`src/rtl/regfile_writeback_if.sv`:
```
// Handshake, write-port and read-bypass signals of the register-file write-back buffer.
// master = MEM stage / register-file side, slave = the buffer itself.
interface regfile_writeback_if #(
  parameter int unsigned AW = 5,
  parameter int unsigned DW = 32
);
  logic          in_valid;
  logic          in_ready;
  logic [AW-1:0] in_rd;
  logic          in_reg_write;
  logic          in_mem_to_reg;
  logic [DW-1:0] in_alu_result;
  logic [DW-1:0] in_mem_data;
  logic          hold;
  logic          we3;
  logic [AW-1:0] a3;
  logic [DW-1:0] wd3;
  logic [AW-1:0] a1;
  logic [AW-1:0] a2;
  logic [DW-1:0] rf_rd1;
  logic [DW-1:0] rf_rd2;
  logic [DW-1:0] fwd_rd1;
  logic [DW-1:0] fwd_rd2;
  logic          busy;

  modport slave (
    input  in_valid, in_rd, in_reg_write, in_mem_to_reg, in_alu_result, in_mem_data,
    input  hold, a1, a2, rf_rd1, rf_rd2,
    output in_ready, we3, a3, wd3, fwd_rd1, fwd_rd2, busy
  );

  modport master (
    output in_valid, in_rd, in_reg_write, in_mem_to_reg, in_alu_result, in_mem_data,
    output hold, a1, a2, rf_rd1, rf_rd2,
    input  in_ready, we3, a3, wd3, fwd_rd1, fwd_rd2, busy
  );
endinterface

```
`src/rtl/regfile_writeback.sv`:
```
// Two-entry write-back FIFO in front of the register-file write port, with
// read-side bypass of still-queued results onto both read ports.
module regfile_writeback #(
  parameter int unsigned AW = 5,
  parameter int unsigned DW = 32
) (
  input logic                clk,
  input logic                rst,
  regfile_writeback_if.slave bus
);

  typedef struct packed {
    logic          reg_write;
    logic [AW-1:0] rd;
    logic [DW-1:0] data;
  } entry_t;

  // State encoding doubles as the occupancy count.
  typedef enum logic [1:0] {
    EMPTY = 2'd0,
    ONE   = 2'd1,
    FULL  = 2'd2
  } state_t;

  state_t state;
  entry_t head;
  entry_t tail;
  entry_t in_entry;
  logic   push;
  logic   pop;
  logic   head_valid;
  logic   tail_valid;

  // Load/ALU select happens at acceptance; only the chosen data is stored.
  always_comb begin
    in_entry.reg_write = bus.in_reg_write;
    in_entry.rd        = bus.in_rd;
    in_entry.data      = bus.in_mem_to_reg ? bus.in_mem_data : bus.in_alu_result;
  end

  assign head_valid   = (state != EMPTY);
  assign tail_valid   = (state == FULL);
  assign bus.in_ready = (state != FULL);
  assign push         = bus.in_valid & bus.in_ready;
  assign pop          = head_valid & ~bus.hold;
  assign bus.busy     = head_valid;

  assign bus.we3 = pop & head.reg_write & (head.rd != '0);
  assign bus.a3  = head_valid ? head.rd   : '0;
  assign bus.wd3 = head_valid ? head.data : '0;

  // Newest matching entry wins; x0 always reads as zero.
  function automatic logic [DW-1:0] bypass(
    input logic [AW-1:0] a,
    input logic [DW-1:0] rf,
    input entry_t        hd,
    input logic          hd_valid,
    input entry_t        tl,
    input logic          tl_valid
  );
    if (a == '0)                                      return '0;
    else if (tl_valid && tl.reg_write && tl.rd == a)  return tl.data;
    else if (hd_valid && hd.reg_write && hd.rd == a)  return hd.data;
    else                                              return rf;
  endfunction

  assign bus.fwd_rd1 = bypass(bus.a1, bus.rf_rd1, head, head_valid, tail, tail_valid);
  assign bus.fwd_rd2 = bypass(bus.a2, bus.rf_rd2, head, head_valid, tail, tail_valid);

  // Occupancy FSM; head always holds the oldest entry.
  always_ff @(posedge clk or posedge rst) begin
    if (rst) begin
      state <= EMPTY;
      head  <= '0;
      tail  <= '0;
    end else begin
      case (state)
        EMPTY: begin
          if (push) begin
            head  <= in_entry;
            state <= ONE;
          end
        end
        ONE: begin
          if (push && !pop) begin
            tail  <= in_entry;
            state <= FULL;
          end else if (push && pop) begin
            head  <= in_entry;
          end else if (pop) begin
            head  <= '0;
            state <= EMPTY;
          end
        end
        FULL: begin
          if (pop) begin
            head  <= tail;
            tail  <= '0;
            state <= ONE;
          end
        end
        default: begin
          state <= EMPTY;
          head  <= '0;
          tail  <= '0;
        end
      endcase
    end
  end

endmodule

```
`src/flat_wrapper.sv`:
```
// flat-port wrapper written by rule: the top's interface ports become plain ports
module regfile_writeback_flat 
#(
  parameter int unsigned AW = 5,
  parameter int unsigned DW = 32
)
  (clk, rst, bus_in_valid, bus_in_rd, bus_in_reg_write, bus_in_mem_to_reg, bus_in_alu_result, bus_in_mem_data, bus_hold, bus_a1, bus_a2, bus_rf_rd1, bus_rf_rd2, bus_in_ready, bus_we3, bus_a3, bus_wd3, bus_fwd_rd1, bus_fwd_rd2, bus_busy);
  regfile_writeback_if #(.AW(AW), .DW(DW)) bus_i ();
  input logic clk;
  input logic rst;
  input wire logic [$bits(bus_i.in_valid)-1:0] bus_in_valid;
  input wire logic [$bits(bus_i.in_rd)-1:0] bus_in_rd;
  input wire logic [$bits(bus_i.in_reg_write)-1:0] bus_in_reg_write;
  input wire logic [$bits(bus_i.in_mem_to_reg)-1:0] bus_in_mem_to_reg;
  input wire logic [$bits(bus_i.in_alu_result)-1:0] bus_in_alu_result;
  input wire logic [$bits(bus_i.in_mem_data)-1:0] bus_in_mem_data;
  input wire logic [$bits(bus_i.hold)-1:0] bus_hold;
  input wire logic [$bits(bus_i.a1)-1:0] bus_a1;
  input wire logic [$bits(bus_i.a2)-1:0] bus_a2;
  input wire logic [$bits(bus_i.rf_rd1)-1:0] bus_rf_rd1;
  input wire logic [$bits(bus_i.rf_rd2)-1:0] bus_rf_rd2;
  output wire logic [$bits(bus_i.in_ready)-1:0] bus_in_ready;
  output wire logic [$bits(bus_i.we3)-1:0] bus_we3;
  output wire logic [$bits(bus_i.a3)-1:0] bus_a3;
  output wire logic [$bits(bus_i.wd3)-1:0] bus_wd3;
  output wire logic [$bits(bus_i.fwd_rd1)-1:0] bus_fwd_rd1;
  output wire logic [$bits(bus_i.fwd_rd2)-1:0] bus_fwd_rd2;
  output wire logic [$bits(bus_i.busy)-1:0] bus_busy;
  assign bus_i.in_valid = bus_in_valid;
  assign bus_i.in_rd = bus_in_rd;
  assign bus_i.in_reg_write = bus_in_reg_write;
  assign bus_i.in_mem_to_reg = bus_in_mem_to_reg;
  assign bus_i.in_alu_result = bus_in_alu_result;
  assign bus_i.in_mem_data = bus_in_mem_data;
  assign bus_i.hold = bus_hold;
  assign bus_i.a1 = bus_a1;
  assign bus_i.a2 = bus_a2;
  assign bus_i.rf_rd1 = bus_rf_rd1;
  assign bus_i.rf_rd2 = bus_rf_rd2;
  assign bus_in_ready = bus_i.in_ready;
  assign bus_we3 = bus_i.we3;
  assign bus_a3 = bus_i.a3;
  assign bus_wd3 = bus_i.wd3;
  assign bus_fwd_rd1 = bus_i.fwd_rd1;
  assign bus_fwd_rd2 = bus_i.fwd_rd2;
  assign bus_busy = bus_i.busy;
  regfile_writeback #(.AW(AW), .DW(DW)) u_core (.clk(clk), .rst(rst), .bus(bus_i));
endmodule
```
`config.mk`:
```
export PLATFORM = sky130hd
export DESIGN_NAME = regfile_writeback_flat
export DESIGN_NICKNAME = d
export VERILOG_FILES = /design/src/rtl/regfile_writeback_if.sv /design/src/rtl/regfile_writeback.sv /design/src/flat_wrapper.sv
export SDC_FILE = /design/constraint.sdc
export NUM_CORES = 1
export LEC_CHECK = 0
export CORE_MARGIN = 2
export CORE_UTILIZATION = 35
export CTS_CLUSTER_SIZE = 30
export DETAILED_ROUTE_END_ITERATION = 12
export GPL_TIMING_DRIVEN = 0
export PLACE_DENSITY_LB_ADDON = 0.15
export SLEW_MARGIN = 20
export SYNTH_ARGS = -nofsm -noshare
export SYNTH_HDL_FRONTEND = slang
export SYNTH_SLANG_ARGS = --single-unit
```
`constraint.sdc`:
```
create_clock -name clk -period 4.3 [get_ports clk]
set_input_delay 0.645 -clock clk [delete_from_list [all_inputs] [get_ports clk]]
set_output_delay 0.645 -clock clk [all_outputs]
set_load 0.1 [all_outputs]
```
* Word-level counts from Yosys, hierarchy flattened
Cells that the tools add are included.
** Word-level totals
- Bits of input ports :: 149
- Bits in registers :: 78
** Operators by class
- Reduce and logical (&&, ||, !) cells :: 17
- Mux-type cells :: 23
- Bitwise operators :: 6
- Equal/unequal tests :: 14
** Operators by type and width (number)
- $mux 32 :: 8
- $mux 38 :: 6
- $pmux 38 s3 :: 2
- $eq 5x5->1 :: 4
- $logic_not 5->1 :: 2
- $mux 2 :: 5
- $logic_and 1x1->1 :: 8
- $reduce_and 4->1 :: 2
- $ne 2x1->1 const B :: 3
- $ne 3x1->1 const B :: 2
- $pmux 2 s3 :: 1
- $mux 5 :: 1
- $reduce_bool 5->1 :: 1
- $and 1x1->1 :: 4
- $ne 2x2->1 const B :: 2
- $ne 3x2->1 const B :: 1
- $reduce_and 3->1 :: 1
- $eq 2x1->1 const B :: 1
- $eq 2x2->1 const B :: 1
- $logic_not 2->1 :: 1
- $not 1->1 :: 2
- $reduce_bool 2->1 :: 1
- $logic_not 1->1 :: 1

* Longest topological paths before layout
Gate-level depths: netlist of the first run.
- Depth in word-level cells :: 6
- Mapped depth :: 8
- Depth with buffers taken out :: 5

* Worst setup path after synthesis of the first run
No wires, ideal clock.
- Path type :: input port to output port
- Start point :: in bus_a1[4]
- End point :: out bus_fwd_rd1[30]
- Path slack :: 0.443 ns
- Cell stages on the path :: 5
- Buffers on the path :: 1
- Data arrival time :: 3.212 ns
- Cells stage by stage :: xor2_1 -> nor4_1 -> nand4_1 -> clkbuf_1 -> a31oi_1
** On the way
- Longest elaborated chain between the ends :: 5
** Ends and longest elaborated chain
- start: declaration :: RTL line flat_wrapper.sv:18 : input wire logic [$bits(bus_i.a1)-1:0] bus_a1;
- $eq 5x5->1 :: RTL line regfile_writeback.sv:63 : else if (hd_valid && hd.reg_write && hd.rd == a) return hd.data;
- $logic_and 1x1->1 :: RTL line regfile_writeback.sv:63
- $mux 32 :: RTL line regfile_writeback.sv:63
- $mux 32 :: RTL line regfile_writeback.sv:62 : else if (tl_valid && tl.reg_write && tl.rd == a) return tl.data;
- $mux 32 (*) :: RTL line regfile_writeback.sv:61 : if (a == '0) return '0;
- end: declaration :: RTL line flat_wrapper.sv:26 : output wire logic [$bits(bus_i.fwd_rd1)-1:0] bus_fwd_rd1;
Every way passes the cells marked *; elsewhere a longest branch is shown, timed or not.

* Worst setup path after layout of the first run
- Start point :: in bus_a2[4]
- End point :: out bus_fwd_rd2[9]
** On the way
- Longest elaborated chain between the ends :: 5
** Ends and longest elaborated chain
- start: declaration :: RTL line flat_wrapper.sv:19 : input wire logic [$bits(bus_i.a2)-1:0] bus_a2;
- $eq 5x5->1 :: RTL line regfile_writeback.sv:63
- $logic_and 1x1->1 :: RTL line regfile_writeback.sv:63
- $mux 32 :: RTL line regfile_writeback.sv:63
- $mux 32 :: RTL line regfile_writeback.sv:62
- $mux 32 (*) :: RTL line regfile_writeback.sv:61
- end: declaration :: RTL line flat_wrapper.sv:27 : output wire logic [$bits(bus_i.fwd_rd2)-1:0] bus_fwd_rd2;
Marks and branches as above.

==> run summary, run 1 <==
vias in the first global route -> 6356
die area -> 17200 um2
H-tree Lvls -> 3
Least-Margin Pin Slew -> 1.04 ns
vias post-DR -> 6595
max-cap violations -> 0
Final GP Congestion -> 0.837
synthesized area per cell -> 7.37 um2
status -> finished, violations left
slowest CP cell -> clkdlybuf4s15_1
TritonCTS clock tree -> built
routed wire length -> 23900 um
Hold Violations, Final -> 0
flops & latches, synth -> 78
CP Data Required Time -> 3.65 ns
worst hold path type -> flop to flop
Worst Setup End Kind -> output port
hold_buf cts -> 0
Fillers -> 1521
Tmin final -> 4.33 ns
antenna violations before repair -> 1
layout cell share with drive strength beyond 1 -> 11.1%
Worst Path Arrival -> 3.69 ns
DP Wirelength -> 17200 um
RSZ-0062 raised after global routing -> yes
CP Buf/Inv Count -> 3
fin util -> 54.6%
antenna fix cells -> 0
Die Wd -> 131 um
drt via density -> 5.27
Reg clk slew, reported paths -> 0.06 ns
top-area cell type share of the netlist area -> 34.6%
IO Port Bufs -> 251
critical path's largest stage delay -> 0.85 ns
row count -> 46
Yosys warnings -> 0
DR DRC count -> 0
clk buf depth -> 2
first-pass GRT wire length -> 35700 um
TritonCTS Buffers -> 9
post-route ant nets -> 0
Ports -> 253
Final Max Slew Viols -> 0
Die H -> 131 um
Worst setup SP type -> primary input
grt total ovfl -> 0
VDD IR max -> 259 uV
largest area contributor in the netlist -> dfrtp_1
Avg WL per Cell -> 19.1 um
sequential cell area -> 1950 um2
failing checks -> setup timing
area of the multi-input gates -> 3350 um2
synthesized net count -> 915
Detailed Routing Iterations Pass 1 -> 5
CTS sink cnt -> 78
nets -> 1180
Worst-Skew Late Latency -> 0.34 ns
setup violators final -> 1
clk root buf -> clkbuf_16
Seq/Total Area, Yosys -> 34.6%
max_slew headroom -> 30.2%
crit path kind -> primary input to output port
Layout Skew -> 0.00664 ns
initial core utilization -> 35.7%
Power, Total -> 4.08 mW
delay-heaviest family, CP -> buffers and inverters
leak pwr -> 3.68 nW
Area contributors post-synth -> dfrtp_1 35%, nand2_1 15%, o21ai_0 9.8%, nor2b_1 7.2%, a31oi_1 7.1%
Final Cycle Share -> 101%
Crit Path Max Fanout -> 10
Final Worst Setup Slack -> -0.0348 ns
fmax -> 231 MHz
largest net degree at the start of global routing -> 43
pre-CTS WS -> -0.535 ns
CORE AREA -> 15800 um2
cells after synthesis -> 766
initial drt markers -> 527
crit-path cells -> clkdlybuf4s50_1, xor2_1, nor4_1, nand4_1, clkbuf_1, a31oi_1, clkdlybuf4s15_1
Pwr per Cell Area -> 472 nW/um2
post-synth cell types -> 31
P&R area growth vs syn -> 53.2%
synthesized cell area -> 5640 um2
GRT Overall Usage -> 27.4%
==> final timing paths <==
path,start,end,slack [ns],cells after the start
max,bus_a2[4],bus_fwd_rd2[9],-0.03,7
min,u_core.head[37],u_core.head[37],0.48,2
max reg2reg,u_core.state[1],u_core.head[28],2.19,7
min reg2reg,u_core.head[37],u_core.head[37],0.48,2
max in group asynchronous,rst,u_core.tail[30],2.98,3
min in group asynchronous,rst,u_core.tail[10],0.72,2
==> cell usage in the layout (no fill, tap or decap), types with 2 or more instances in the layout <==
cell             count
a22oi_1             13
mux2_2               7
a221o_1              2
a31oi_1             64
dfrtp_1             78
o21ai_0            110
clkbuf_16            9
inv_1                3
buf_4                5
nand4_1              2
nand2_1            218
clkbuf_2            29
buf_6                6
clkbuf_1            44
nand2b_1             3
o21ai_1              6
clkdlybuf4s15_2     34
xor2_1              18
a21oi_1             27
nor3_1               4
nor2b_1             65
clkdlybuf4s50_1    187
and2_1               2
mux2i_1             25
nor4_1               4
xnor2_1              2
clkinv_2             4
buf_2               14
o31ai_1             25
nor2_1              12
a21o_1               3
clkbuf_8             3
==> area by class of cell <==
type,count,share of cell area [%]
clock buffer,12,3.08
buffer,68,3.81
inverter,4,0.203
sequential,78,22.6
tap,216,3.13
timing repair buffer,254,28.3
clock inverter,4,0.232
multi-input combinational,616,38.7
==> per-stage QoR <==
step | setup TNS, ns | hold WS, ns | cell area, um2 | instances
2_1_floorplan | 0 | 0.446 | 5640 | 766
3_3_place_gp | -20.38 | 0.461 | 8430 | 1233
3_5_place_dp | -20.23 | 0.471 | 8450 | 1234
4_1_cts | 0 | 0.480 | 8760 | 1250
5_1_grt | -0.191 | 0.532 | 8650 | 1252
6_report | -0.0348 | 0.478 | 8650 | 1252
==> cell usage after synthesis (all sizes together) <==
| master | count |
|---|---|
| mux2 | 7 |
| xor2 | 18 |
| o21ai | 116 |
| nor3 | 4 |
| dfrtp | 78 |
| nor2 | 12 |
| mux2i | 25 |
| nand2b | 3 |
| a211oi | 1 |
| o32ai | 1 |
| a21oi | 28 |
| a21o | 3 |
| a22oi | 13 |
| nand4 | 2 |
| nor4 | 4 |
| clkbuf | 44 |
| o31ai | 25 |
| xnor2 | 2 |
| and2 | 2 |
| a31oi | 64 |
| buf | 24 |
| nand3b | 1 |
| a221o | 2 |
| nand2 | 218 |
| inv | 4 |
| nor2b | 65 |
==> state kept, by name, summed over array words and instances (netlist names) <==
register	cells
u_core.head	38
u_core.tail	38
u_core.state	2
==> cell families (layout without fill, tap and decap cells) <==
| logic type | after synthesis | in the layout | synth area share [%] |
|---|---|---|---|
| flops | 78 | 78 | 34.6 |
| buf+inv | 72 | 342 | 6.10 |
| compound gates | 253 | 253 | 26.2 |
| simple gates | 311 | 311 | 24.2 |
| xor+xnor | 20 | 20 | 3.10 |
| mux | 32 | 32 | 5.83 |
==> timing repair <==
action / 4_1_cts / 5_1_grt
gates resized for setup: 181 / 68
hold endpoints to repair: 0 / 0
setup endpoints to repair: 64 / 36
pin swaps: 0 / 1
setup buffers: 0 / 2
==> tightest hold or removal path: stages (launching register included) <==
cell and delay, ns:
dfrtp_1 0.34, nand2_1 0.04, o21ai_0 0.06
==> report_power, final <==
group	leakage, nW	switching [mW]	internal (mW)	total, mW
sequential	1.02	0.257	0.949	1.21
clock	0.148	0.307	0.435	0.742
combinational	2.52	1.53	0.599	2.13
==> metal layers <==
layer | wire, um | global-route usage, %
met1 | 10400 | 36.3
met5 | 10 | 0
met4 | 404 | 7.88
met2 | 11300 | 45.6
met3 | 1780 | 5.46
No activity file was read; power rests on OpenSTA's default activity.
==> inputs of run 2 (changes only) <==
Settings changed: CAP_MARGIN set to 0.
Clock period 4.3 ns to 5.4 ns, I/O delays scaled along.
==> run summary, run 2 (same netlist as run 1, synthesis figures left out) <==
worst hold path type -> flop to flop
hold_buf cts -> 0 (unchanged)
Final Cycle Share -> 96.1%
Reg clk slew, reported paths -> 0.06 ns (about the same)
crit path kind -> primary input to output port
Die Wd -> 131 um (unchanged)
Crit Path Max Fanout -> 10 (unchanged)
GR Util met1 -> 36.0% (-0.23 points)
first-pass GRT wire length -> 35600 um (-0.25%)
CORE AREA -> 15800 um2 (unchanged)
GRT Overall Usage -> 27.4% (-0.052 points)
Hold Violations, Final -> 0 (unchanged)
Worst Setup End Kind -> output port
antenna violations before repair -> 1 (unchanged)
Fillers -> 1494 (-1.8%)
Worst-Skew Late Latency -> 0.34 ns (about the same)
R2R setup slack -> 3.28 ns (+1.09 ns)
Ports -> 253 (unchanged)
TritonCTS Buffers -> 9 (unchanged)
setup TNS -> 0 ns (+0.0348 ns)
post-route ant nets -> 0 (unchanged)
Final GP Congestion -> 0.837 (unchanged)
Pwr per Cell Area -> 374 nW/um2 (-21%)
critical path's most frequent cell -> clkdlybuf4s50_1
critical path's largest stage delay -> 1.21 ns (+0.36 ns)
crit-path cells -> clkdlybuf4s50_1, xor2_1, nor4_1, nand4_1, clkbuf_1, a31oi_1, clkdlybuf4s50_1
fin util -> 55.2% (+0.55 points)
met2 Track Usage GR -> 45.6% (unchanged)
slowest CP cell -> clkdlybuf4s50_1
Tmin final -> 5.19 ns
fmax -> 193 MHz
vias in the first global route -> 6364 (+0.13%)
vias post-DR -> 6619 (+0.36%)
Worst Path Arrival -> 4.38 ns (+0.69 ns)
Final Max Slew Viols -> 0 (unchanged)
post-cts resize count -> 0 (-100%)
Least-Margin Pin Slew -> 1.04 ns (-0.00845 ns)
initial core utilization -> 35.7% (unchanged)
grt total ovfl -> 0 (unchanged)
nets -> 1178 (-0.17%)
RR Startpoint -> u_core.state[1]
largest net degree at the start of global routing -> 43 (unchanged)
Critical Path End -> bus_fwd_rd1[0]
Detailed Routing Iterations Pass 1 -> 5 (unchanged)
Worst setup SP type -> primary input
clk root buf -> clkbuf_16
setup violators final -> 0 (-1)
sequential cell area -> 1950 um2 (unchanged)
antenna fix cells -> 0 (unchanged)
P&R area growth vs syn -> 54.8%
Layout Skew -> 0.00649 ns (-0.000150 ns)
max-cap violations -> 0 (unchanged)
CP startpoint -> bus_a1[4]
IO Port Bufs -> 251 (unchanged)
clk buf depth -> 2 (unchanged)
initial drt markers -> 479 (-9.1%)
area of the multi-input gates -> 3350 um2 (unchanged)
reg2reg end -> u_core.head[28]
VDD IR max -> 206 uV (-20%)
Avg WL per Cell -> 19.0 um (-0.18%)
R2R depth -> 7 (unchanged)
GRT Max-Usage Layer -> met2
routed wire length -> 23800 um (-0.34%)
max_slew headroom -> 30.7% (+0.57 points)
CTS sink cnt -> 78 (unchanged)
commonest non-fill, non-tap cell in the layout -> clkdlybuf4s50_1
DP Wirelength -> 17200 um (unchanged)
drt via density -> 5.30 (+0.52%)
die area -> 17200 um2 (unchanged)
met3 usage -> 5.46% (unchanged)
Post-CTS Setup Inserts -> 0 (unchanged)
H-tree Lvls -> 3 (unchanged)
Top Registers -> u_core.head (38), u_core.tail (38), u_core.state (2)
Die H -> 131 um (unchanged)
status -> completed
leak pwr -> 3.64 nW (-1.2%)
CP Data Required Time -> 4.59 ns (+0.94 ns)
row count -> 46 (unchanged)
RSZ-0062 raised after global routing -> no
layout cell share with drive strength beyond 1 -> 4.84% (-6.3 points)
DR DRC count -> 0 (unchanged)
most frequent cells in the layout -> 251 x clkdlybuf4s50_1, 218 x nand2_1, 110 x o21ai_0
TritonCTS clock tree -> built
## run 2: area by class of cell
type                    count  area share [%]
flip-flops and latches     78            22.3
repair buffers            252            29.0
well taps                 216            3.09
inverters                   4           0.201
clock buffers              12            3.05
multi-input cells         616            38.3
clock inverters             4           0.229
plain buffers              68            3.77
## run 2: worst max-delay path, delay by kind of cell
family / cells / cell delay, ns
buffers and inverters: 3 / 2.11
xor gates and xnor gates: 1 / 0.18
and+or+nand+nor: 2 / 0.89
AOI/OAI and AO/OA: 1 / 0.38
## run 2: worst min path at each step
stage / depth (start not counted) / slack, ns / from / to
after floorplan: 2 / 0.45 / u_core.head[37] / u_core.head[37]
after global placement: 2 / 0.46 / u_core.head[37] / u_core.head[37]
after detailed placement: 2 / 0.47 / u_core.head[37] / u_core.head[37]
after CTS: 2 / 0.48 / u_core.head[37] / u_core.head[37]
after global routing: 2 / 0.53 / u_core.head[37] / u_core.head[37]
final: 2 / 0.48 / u_core.head[37] / u_core.head[37]
## run 2: where the power goes
group	total (mW)	switching (mW)	internal (mW)
Clock	0.592	0.246	0.346
Combinational	1.72	1.22	0.497
Sequential	0.960	0.204	0.756
## run 2: per-stage QoR
step | instance area (um2) | setup slack (ns) | total power, mW | hold slack [ns] | std cells
final | 8730 | 0.209 | 3.27 | 0.480 | 1250
after global routing | 8730 | 0.0460 | 3.42 | 0.532 | 1250
after CTS | 8730 | 0.230 | 3.27 | 0.480 | 1250
after detailed placement | 8450 | 0.235 | 2.68 | 0.471 | 1234
after global placement | 8430 | 0.249 | 2.66 | 0.461 | 1233
after floorplan | 5640 | 1.21 | 2.15 | 0.446 | 766
## run 2: routing by layer
layer  wire length, um  vias up
li1                  -     3185
met1             10300     3103
met2             11200      299
met3              1920       30
met4               403        2
met5                10        -
==> inputs of run 3 (changes only) <==
Settings changed: SLEW_MARGIN 20 to not set.
Clock period 5.4 ns to 5.96 ns, I/O delays scaled along.
==> run summary, run 3 (same netlist as run 1, synthesis figures left out) <==
status -> completed
DP Wirelength -> 17200 um (about the same)
vias in the first global route -> 6354 (-0.16%)
initial core utilization -> 35.7% (unchanged)
Top Registers -> u_core.head (38), u_core.tail (38), u_core.state (2)
Detailed Routing Iterations Pass 1 -> 5 (unchanged)
grt total ovfl -> 0 (unchanged)
Pint -> 1.46 mW (-8.6%)
RR Startpoint -> u_core.state[1]
Tmin final -> 5.33 ns
worst hold path type -> flop to flop
antenna fix cells -> 0 (unchanged)
post-cts resize count -> 0 (unchanged)
Avg WL per Cell -> 18.9 um (-0.52%)
clk root buf -> clkbuf_16
max_slew headroom -> 29.8% (-0.92 points)
largest net degree at the start of global routing -> 68 (+58%)
most frequent cells in the layout -> 251 x clkdlybuf4s50_1, 218 x nand2_1, 110 x o21ai_0
Hold Path Cell Cnt -> 2 (unchanged)
CTS sink cnt -> 78 (unchanged)
fmax -> 187 MHz
Worst setup SP type -> primary input
layout cell share with drive strength beyond 1 -> 4.55% (-0.29 points)
switching part of the total -> 50.7% (-0.40 points)
Least-Margin Pin Slew -> 1.05 ns (+0.0137 ns)
R2R depth -> 5 (-2)
CORE AREA -> 15800 um2 (unchanged)
setup TNS -> 0 ns (unchanged)
hold path start -> u_core.head[37]
critical path's largest stage delay -> 1.20 ns (about the same)
Fillers -> 1530 (+2.4%)
die area -> 17200 um2 (unchanged)
sequential power share -> 29.3% (about the same)
Post-Place Cells -> 1234 (unchanged)
Reg clk slew, reported paths -> 0.06 ns (about the same)
Switch Pwr -> 1.50 mW (-10%)
Crit Path Max Fanout -> 10 (unchanged)
VDD IR max -> 172 uV (-17%)
critical path's most frequent cell -> clkdlybuf4s50_1
Die Wd -> 131 um (unchanged)
crit-path cells -> clkdlybuf4s50_1, xor2_1, nor4_1, nand4_1, clkbuf_1, a31oi_1, clkdlybuf4s50_1
max-cap violations -> 0 (unchanged)
H-tree Lvls -> 3 (unchanged)
delay-heaviest family, CP -> buffers and inverters
setup violators final -> 0 (unchanged)
routed wire length -> 23600 um (-0.60%)
slowest CP cell -> clkdlybuf4s50_1
hold worst-path end -> u_core.head[37]
antenna violations before repair -> 1 (unchanged)
IO Port Bufs -> 251 (unchanged)
CP Data Required Time -> 5.07 ns (+0.48 ns)
Worst Path Arrival -> 4.44 ns (+0.06 ns)
post-route ant nets -> 0 (unchanged)
DR DRC count -> 0 (unchanged)
sequential cell area -> 1950 um2 (unchanged)
GRT Overall Usage -> 27.3% (-0.043 points)
Hold Violations, Final -> 0 (unchanged)
P&R area growth vs syn -> 54.9%
drt via density -> 5.28 (-0.25%)
area of the multi-input gates -> 3350 um2 (unchanged)
crit path kind -> primary input to output port
Worst-Skew Late Latency -> 0.34 ns (about the same)
Layout Skew -> 0.00352 ns (-0.00297 ns)
vias post-DR -> 6597 (-0.33%)
TritonCTS clock tree -> built
R2R setup slack -> 3.87 ns (+0.59 ns)
Worst Setup End Kind -> output port
TritonCTS Buffers -> 9 (unchanged)
Post-CTS Setup Inserts -> 0 (unchanged)
RSZ-0062 raised after global routing -> no
hold_buf cts -> 0 (unchanged)
row count -> 46 (unchanged)
Pwr per Cell Area -> 339 nW/um2 (-9.4%)
leak pwr -> 3.63 nW (about the same)
initial drt markers -> 426 (-11%)
Ports -> 253 (unchanged)
clk buf depth -> 2 (unchanged)
Die H -> 131 um (unchanged)
CP Buf/Inv Count -> 3 (unchanged)
Clock Power Share -> 18.3% (+0.2 points)
Final GP Congestion -> 0.837 (unchanged)
first-pass GRT wire length -> 35500 um (-0.33%)
reg2reg end -> u_core.head[28]
Final Non-Filler Cells -> 1249 (-0.080%)
Final Cycle Share -> 89.5%
commonest non-fill, non-tap cell in the layout -> clkdlybuf4s50_1
nets -> 1178 (unchanged)
Final Max Slew Viols -> 0 (unchanged)
Comb pwr share -> 52.4% (about the same)
-- run 3: area by class of cell --
type	instances	area share (%)
plain buffers	68	3.76
repair buffers	252	29.0
clock buffers	15	3.29
multi-input cells	616	38.3
inverters	4	0.200
flip-flops and latches	78	22.3
well taps	216	3.09
-- run 3: power by group through the flow --
stage	combinational [mW]	clock [mW]	sequential, mW
floorplan	1.14	0	0.809
global route	1.64	0.564	0.895
detailed placement	1.55	0	0.872
finish	1.55	0.542	0.870
global placement	1.54	0	0.870
CTS	1.56	0.544	0.865
-- run 3: worst max path at each step --
| stage | start | endpoint | cells after the start |
|---|---|---|---|
| after detailed placement | bus_a1[4] | bus_fwd_rd1[0] | 7 |
| after CTS | bus_a1[4] | bus_fwd_rd1[0] | 7 |
| final | bus_a1[4] | bus_fwd_rd1[11] | 7 |
| after global placement | bus_a1[4] | bus_fwd_rd1[0] | 7 |
| after global routing | bus_a1[4] | bus_fwd_rd1[0] | 7 |
| after floorplan | bus_a1[4] | bus_fwd_rd1[30] | 5 |
-- run 3: worst register-to-register path, stage by stage (launching register included) --
cell      delay, ns
dfrtp_1        0.35
buf_4          0.17
clkbuf_1       0.52
clkbuf_1       0.54
a22oi_1        0.18
o21ai_0        0.24
-- run 3: through the flow --
stage / setup WS (ns) / total power, mW / cell area (um2) / util [%] / hold slack [ns]
6_report: 0.626 / 2.96 / 8740 / 55.2 / 0.487
5_1_grt: 0.543 / 3.10 / 8740 / 55.2 / 0.544
4_1_cts: 0.660 / 2.97 / 8740 / 55.2 / 0.484
3_5_place_dp: 0.668 / 2.43 / 8460 / 53.4 / 0.471
3_3_place_gp: 0.641 / 2.41 / 8430 / 53.2 / 0.461
2_1_floorplan: 1.61 / 1.94 / 5640 / - / 0.446
-- run 3: layer usage --
layer | vias to the layer above | wire, um | track usage (%)
met5 | - | 10 | 0
li1 | 3182 | - | -
met2 | 286 | 11000 | 44.7
met1 | 3089 | 10100 | 35.8
met4 | 2 | 604 | 9.51
met3 | 38 | 1880 | 5.90
